<file path="src/rtl/key_pkg.sv">
// Shared scan-code constants, default key codes and state types for the PS/2 key tracker.
package key_pkg;

  localparam logic [7:0] E0_PREFIX = 8'hE0;
  localparam logic [7:0] F0_PREFIX = 8'hF0;

  localparam logic [7:0] DEF_PLUS_CODE  = 8'h79;
  localparam logic [7:0] DEF_MINUS_CODE = 8'h7B;
  localparam logic [7:0] DEF_RIGHT_CODE = 8'h74;
  localparam logic [7:0] DEF_LEFT_CODE  = 8'h6B;
  localparam logic [7:0] DEF_START_CODE = 8'h5A;

  typedef enum logic [1:0] {IDLE, EXT, BRK, EXT_BRK} kbd_state_t;
  typedef enum logic [1:0] {NONE, PLUS, MINUS} dir_t;

  function automatic logic is_prefix(input logic [7:0] b);
    return (b == E0_PREFIX) || (b == F0_PREFIX);
  endfunction

endpackage

</file>
<file path="src/rtl/scan_code_fsm.sv">
// PS/2 prefix decoder (E0/F0) with an inter-byte timeout; emits one key_event strobe per
// completed make or break sequence, combinationally in the cycle of the final byte.
module scan_code_fsm
  import key_pkg::*;
#(
  parameter int unsigned TIMEOUT_CYCLES = 50_000
) (
  input  logic       clk,
  input  logic       reset,
  input  logic       byte_valid,
  input  logic [7:0] byte_data,
  output logic       key_event,
  output logic [7:0] code,
  output logic       is_ext,
  output logic       is_break
);

  localparam int unsigned CntW = $clog2(TIMEOUT_CYCLES + 1);
  localparam logic [CntW-1:0] CntMax = CntW'(TIMEOUT_CYCLES - 1);

  kbd_state_t      state_q, state_d;
  logic [CntW-1:0] cnt_q, cnt_d;

  always_ff @(posedge clk or posedge reset) begin
    if (reset) begin
      state_q <= IDLE;
      cnt_q   <= '0;
    end else begin
      state_q <= state_d;
      cnt_q   <= cnt_d;
    end
  end

  always_comb begin
    state_d = state_q;
    cnt_d   = cnt_q;
    if (byte_valid) begin
      cnt_d = '0;
      unique case (state_q)
        IDLE: begin
          if (byte_data == E0_PREFIX)      state_d = EXT;
          else if (byte_data == F0_PREFIX) state_d = BRK;
        end
        EXT: begin
          if (byte_data == F0_PREFIX)      state_d = EXT_BRK;
          else if (byte_data != E0_PREFIX) state_d = IDLE;
        end
        BRK, EXT_BRK: begin
          if (!is_prefix(byte_data)) state_d = IDLE;
        end
      endcase
    end else if (state_q != IDLE) begin
      // Abandon a stalled sequence without reporting anything.
      if (cnt_q == CntMax) begin
        state_d = IDLE;
        cnt_d   = '0;
      end else begin
        cnt_d = cnt_q + 1'b1;
      end
    end else begin
      cnt_d = '0;
    end
  end

  always_comb begin
    key_event = byte_valid && !is_prefix(byte_data);
    code      = byte_data;
    is_ext    = (state_q == EXT) || (state_q == EXT_BRK);
    is_break  = (state_q == BRK) || (state_q == EXT_BRK);
  end

endmodule

</file>
<file path="src/rtl/key_state_tracker.sv">
// Tracks held steering/start keys from PS/2 bytes and presents frame-stable levels.
// Optional macro KEY_STICKY_PRESS_EN: keep sub-frame plus/minus taps visible for one frame.
module key_state_tracker
  import key_pkg::*;
#(
  parameter int unsigned TIMEOUT_CYCLES = 50_000,
  parameter logic [7:0]  PLUS_CODE      = DEF_PLUS_CODE,
  parameter logic [7:0]  MINUS_CODE     = DEF_MINUS_CODE,
  parameter logic [7:0]  RIGHT_CODE     = DEF_RIGHT_CODE,
  parameter logic [7:0]  LEFT_CODE      = DEF_LEFT_CODE,
  parameter logic [7:0]  START_CODE     = DEF_START_CODE
) (
  input  logic       clk,
  input  logic       reset,
  input  logic       byte_valid,
  input  logic [7:0] byte_data,
  input  logic       frame_start,
  output logic       plus_is_pressed,
  output logic       minus_is_pressed,
  output logic       start_pulse,
  output logic       raw_plus,
  output logic       raw_minus
);

  logic       key_event, is_ext, is_break;
  logic [7:0] code;

  scan_code_fsm #(
    .TIMEOUT_CYCLES(TIMEOUT_CYCLES)
  ) u_scan_code_fsm (
    .clk       (clk),
    .reset     (reset),
    .byte_valid(byte_valid),
    .byte_data (byte_data),
    .key_event (key_event),
    .code      (code),
    .is_ext    (is_ext),
    .is_break  (is_break)
  );

  logic plus_held_q, right_held_q, minus_held_q, left_held_q, start_held_q;
  logic plus_held_d, right_held_d, minus_held_d, left_held_d, start_held_d;
  dir_t last_dir_q, last_dir_d;
  logic start_seen_q;
  logic hit_plus, hit_right, hit_minus, hit_left, hit_start;
  logic new_plus_make, new_minus_make, new_start_make;
  logic rp_next, rm_next;
  logic sticky_plus, sticky_minus;

  always_comb begin
    hit_plus  = key_event && !is_ext && (code == PLUS_CODE);
    hit_minus = key_event && !is_ext && (code == MINUS_CODE);
    hit_start = key_event && !is_ext && (code == START_CODE);
    hit_right = key_event &&  is_ext && (code == RIGHT_CODE);
    hit_left  = key_event &&  is_ext && (code == LEFT_CODE);

    plus_held_d  = hit_plus  ? !is_break : plus_held_q;
    right_held_d = hit_right ? !is_break : right_held_q;
    minus_held_d = hit_minus ? !is_break : minus_held_q;
    left_held_d  = hit_left  ? !is_break : left_held_q;
    start_held_d = hit_start ? !is_break : start_held_q;

    // Typematic repeats of a held key are not new makes.
    new_plus_make  = !is_break && ((hit_plus && !plus_held_q) || (hit_right && !right_held_q));
    new_minus_make = !is_break && ((hit_minus && !minus_held_q) || (hit_left && !left_held_q));
    new_start_make = !is_break && hit_start && !start_held_q;

    rp_next = plus_held_d | right_held_d;
    rm_next = minus_held_d | left_held_d;

    last_dir_d = last_dir_q;
    if (new_plus_make) begin
      last_dir_d = PLUS;
    end else if (new_minus_make) begin
      last_dir_d = MINUS;
    end else if (key_event && is_break) begin
      if (!rp_next && !rm_next)                     last_dir_d = NONE;
      else if ((last_dir_q == PLUS) && !rp_next)    last_dir_d = MINUS;
      else if ((last_dir_q == MINUS) && !rm_next)   last_dir_d = PLUS;
    end
  end

  always_ff @(posedge clk or posedge reset) begin
    if (reset) begin
      plus_held_q  <= 1'b0;
      right_held_q <= 1'b0;
      minus_held_q <= 1'b0;
      left_held_q  <= 1'b0;
      start_held_q <= 1'b0;
      last_dir_q   <= NONE;
    end else begin
      plus_held_q  <= plus_held_d;
      right_held_q <= right_held_d;
      minus_held_q <= minus_held_d;
      left_held_q  <= left_held_d;
      start_held_q <= start_held_d;
      last_dir_q   <= last_dir_d;
    end
  end

  assign raw_plus  = plus_held_q | right_held_q;
  assign raw_minus = minus_held_q | left_held_q;

`ifdef KEY_STICKY_PRESS_EN
  logic cap_plus_q, cap_minus_q;

  // A make coinciding with frame_start is captured for the following frame.
  always_ff @(posedge clk or posedge reset) begin
    if (reset) begin
      cap_plus_q  <= 1'b0;
      cap_minus_q <= 1'b0;
    end else if (frame_start) begin
      cap_plus_q  <= new_plus_make;
      cap_minus_q <= new_minus_make;
    end else begin
      cap_plus_q  <= cap_plus_q | new_plus_make;
      cap_minus_q <= cap_minus_q | new_minus_make;
    end
  end

  assign sticky_plus  = cap_plus_q;
  assign sticky_minus = cap_minus_q;
`else
  assign sticky_plus  = 1'b0;
  assign sticky_minus = 1'b0;
`endif

  // Frame registers sample the pre-update held state when a byte coincides with frame_start.
  always_ff @(posedge clk or posedge reset) begin
    if (reset) begin
      plus_is_pressed  <= 1'b0;
      minus_is_pressed <= 1'b0;
      start_pulse      <= 1'b0;
      start_seen_q     <= 1'b0;
    end else if (frame_start) begin
      plus_is_pressed  <= (raw_plus & (!raw_minus | (last_dir_q == PLUS))) | sticky_plus;
      minus_is_pressed <= (raw_minus & (!raw_plus | (last_dir_q == MINUS))) | sticky_minus;
      start_pulse      <= start_seen_q;
      start_seen_q     <= new_start_make;
    end else begin
      start_seen_q     <= start_seen_q | new_start_make;
    end
  end

endmodule
</file>
<file path="config.mk">
export PLATFORM = sky130hd
export DESIGN_NAME = key_state_tracker
export DESIGN_NICKNAME = d
export VERILOG_FILES = /design/src/rtl/key_pkg.sv /design/src/rtl/scan_code_fsm.sv /design/src/rtl/key_state_tracker.sv
export SDC_FILE = /design/constraint.sdc
export NUM_CORES = 1
export LEC_CHECK = 0
export ABC_AREA = 1
export BUFFER_PORTS_ARGS = -buffer_cell sky130_fd_sc_hd__buf_2
export CORE_MARGIN = 5
export CORE_UTILIZATION = 40
export DETAILED_ROUTE_END_ITERATION = 10
export SYNTH_ARGS = -nofsm -noshare
export SYNTH_HDL_FRONTEND = slang
export SYNTH_HIERARCHICAL = 1
export SYNTH_SLANG_ARGS = --single-unit
</file>
<file path="constraint.sdc">
create_clock -name clk -period 1.4 [get_ports clk]
set_input_delay 0.07 -clock clk [delete_from_list [all_inputs] [get_ports clk]]
set_output_delay 0.07 -clock clk [all_outputs]
set_load 0.05 [all_outputs]
</file>
==> impl_results.md <==
* Final ANT Viol Nets at 0
* Clock tree buffer depth at 2
* Final net count at 351
* Vias per Instance at 4.55
* Remaining DRCs at 0
* Register Area at 726 um^2
* PnR worst setup slack at -58.7 ps
* CP startpoint: u_scan_code_fsm/cnt_q[1]
* Worst-skew pair later-pin latency at 290 ps
* Failing checks: negative setup slack
* DR WL/cell at 10.5 um
* DR pass1 iterations at 4
* R2r setup slk at -60 ps
* Crit end category: register
* Clock root buffer: clkbuf_8
* Starting Density at 41.4%
* Drt first-iter violations at 71
* Power density over the cells at 841 mW/mm^2
* Core Util, Final at 55.3%
* CP Buf/Inv Count at 1
* Post-DP HPWL at 3090 um
* Chip Height at 79.9 um
* Worst-Margin Slew at 424 ps
* Max-slew violations at 0
* Crit share post-route at 104%
* Static leakage at 1.27 nW
* Final setup viols at 9
* Global-route wire length before repair at 7390 um
* Worst Path Required at 1580 ps
* Worst Path Max Fanout at 4
* Outcome: finished, violations left
* Sequential area share after synthesis at 37.2%
* CTS clk-pin slew, worst paths at 70 ps
* Max Clk Rate at 686 MHz
* Initial antenna violation count at 0
* WL final at 4250 um
* Crit path max-delay family: simple AND/OR/NAND/NOR gates
* WHS Endpoint: start_pulse
* CTS tree: built
* H-tree level count at 2
* Yosys reg bits at 29
* Synth area leader: dfrtp_1
* WS Path Type: register to register
* Mapped Cells at 284
* Pin count of the biggest net entering global routing at 12
* Slowest stage cell, crit path: dfrtp_1
* Multi-input gate area at 0.00108 mm^2
* I/O Pins at 17
* Die area at 0.00638 mm^2
* Pwr Total at 0.00220 W
* Via count at 1847
* Buffers added on ports at 16
* Post-synth net total at 297
* CP peak stage delay at 360 ps
* Core area at 0.00472 mm^2
* Routability cong. at 0.821
* Peak supply drop at 689 uV
* Arr. time, crit path at 1640 ps
* RSZ-0062 raised after global routing: true
* Area growth syn-to-layout at 33.8%
* Reg2reg start: u_scan_code_fsm/cnt_q[1]
* Period minus WS final at 1460 ps
* Overall Global Routing Usage at 14.6%
* Final number of hold-violating endpoints at 0
* Max-cap viol count at 0
* Number of global-route vias before repair at 1781
* Slew headroom at 71.7%
* Layout cells sized above 1 at 36.9%
* Synth warnings at 6
* RR Endpoint: u_scan_code_fsm/cnt_q[14]
* Hold Startpoint: frame_start
* Mapped Area at 0.00195 mm^2
* Avg Inst Size Synth at 6.88 um^2
* # rows at 25
* Number of distinct library cells after synthesis at 29
* Top cell type's share of synthesized area at 37.2%
* Critical path launch point type: register
* Hold Crit Class: primary input to register
* Top cells by area, synth: dfrtp_1, nand2_1, nor2_1
* CTS Buf Count at 5
* FILL cells at 430
* N_diodes at 0
* Hold Crit Depth at 2
* GR Overflow Total at 0
* Setup Skew at 5.05 ps
* Die X-Extent at 79.9 um
* R2r worst-path depth at 8
* Worst-path cell chain: ha_2, nand2_2, buf_6, nor2_4, nand3_1, nor2_2, xnor2_1, nor2_1
* CTS Sinks at 29
[worst register-to-register path, stage by stage (launching register included)]
cell,delay (ps)
dfrtp_1,360
ha_2,190
nand2_2,70
buf_6,120
nor2_4,140
nand3_1,140
nor2_2,140
xnor2_1,130
nor2_1,60
[sequential cells by signal, summed over array words and instances (netlist names)]
name / flops
u_scan_code_fsm/state_q: 2
u_scan_code_fsm/cnt_q: 16
start_seen_q: 1
left_held_q: 1
plus_held_q: 1
minus_is_pressed: 1
right_held_q: 1
minus_held_q: 1
last_dir_q: 2
start_pulse: 1
plus_is_pressed: 1
start_held_q: 1
[metrics by stage]
step	instance area [um^2]	hold slack (ps)	worst slack, ps	std cells	TNS, ps
2_1_floorplan	1950	-77.6	18.8	284	0
3_3_place_gp	2290	77.3	-90.0	389	-658
3_5_place_dp	2290	72.6	-182	389	-1060
4_1_cts	2440	44.6	0.460	399	0
5_1_grt	2610	80.6	-137	406	-1370
6_report	2610	48.6	-58.7	406	-185
[cells by family after synthesis]
logic type      share of synthesized area, %
simple gates                            42.2
buf+inv                                 13.8
flops                                   37.2
compound gates                          5.25
xor+xnor                               0.897
fa+ha+maj                              0.641
[layout by cell type, fill, tap and decap left out, types with 7 or more instances in the layout]
| master | instances |
|---|---|
| nand2_1 | 62 |
| inv_1 | 43 |
| buf_4 | 38 |
| nor2_1 | 36 |
| dfrtp_1 | 29 |
| nand2_2 | 20 |
| buf_2 | 16 |
| nand3_1 | 12 |
| nor2_4 | 12 |
| nand4_1 | 8 |
| clkbuf_8 | 7 |
[routing by layer]
metal  GRT usage [%]  wire (um)  vias up
met1            18.0       1950      835
met3            3.39        120        8
met2            24.6       2090       25
met4            5.57         87        0
met5               0          0        -
li1                -          -      979
[where the power goes]
group          internal [W]  switching [W]
logic              0.000213       0.000298
clock network      0.000444       0.000343
registers          0.000871      0.0000273
[Yosys cell counts (all sizes together)]
cell     n
a21oi    4
a31oi    1
and3     2
buf      9
clkbuf   3
dfrtp   29
ha       1
inv     50
nand2   82
nand3   18
nand4    8
nor2    53
nor3     6
nor3b    2
nor4     1
o21ai    9
o21bai   2
o22ai    2
xnor2    2
[how the worst max path moves through the flow]
stage | to | slack, ps | cells after the start
after floorplan | last_dir_q[0] | 20 | 13
after global placement | last_dir_q[0] | -90 | 17
after detailed placement | last_dir_q[1] | -180 | 17
after CTS | last_dir_q[1] | 0.5 | 12
after global routing | u_scan_code_fsm/cnt_q[14] | -140 | 8
final | u_scan_code_fsm/cnt_q[14] | -60 | 8
[repair_timing]
action                                 in CTS  in global routing
resized for setup                           8                 37
endpoints found under the hold margin      20                  0
setup endpoints to repair                  17                 18
hold buffers                                1                  0
pin swaps                                   4                 15
buffers inserted                            1                  7
[cell type report]
class,count,area share (%)
multi-input combinational,193,41.4
clock buffer,7,3.69
inverter,50,7.28
tap,67,3.21
sequential,29,27.8
timing repair buffer,59,16.4
clock inverter,1,0.192
Note: power is estimated with default switching activity, not from simulation.
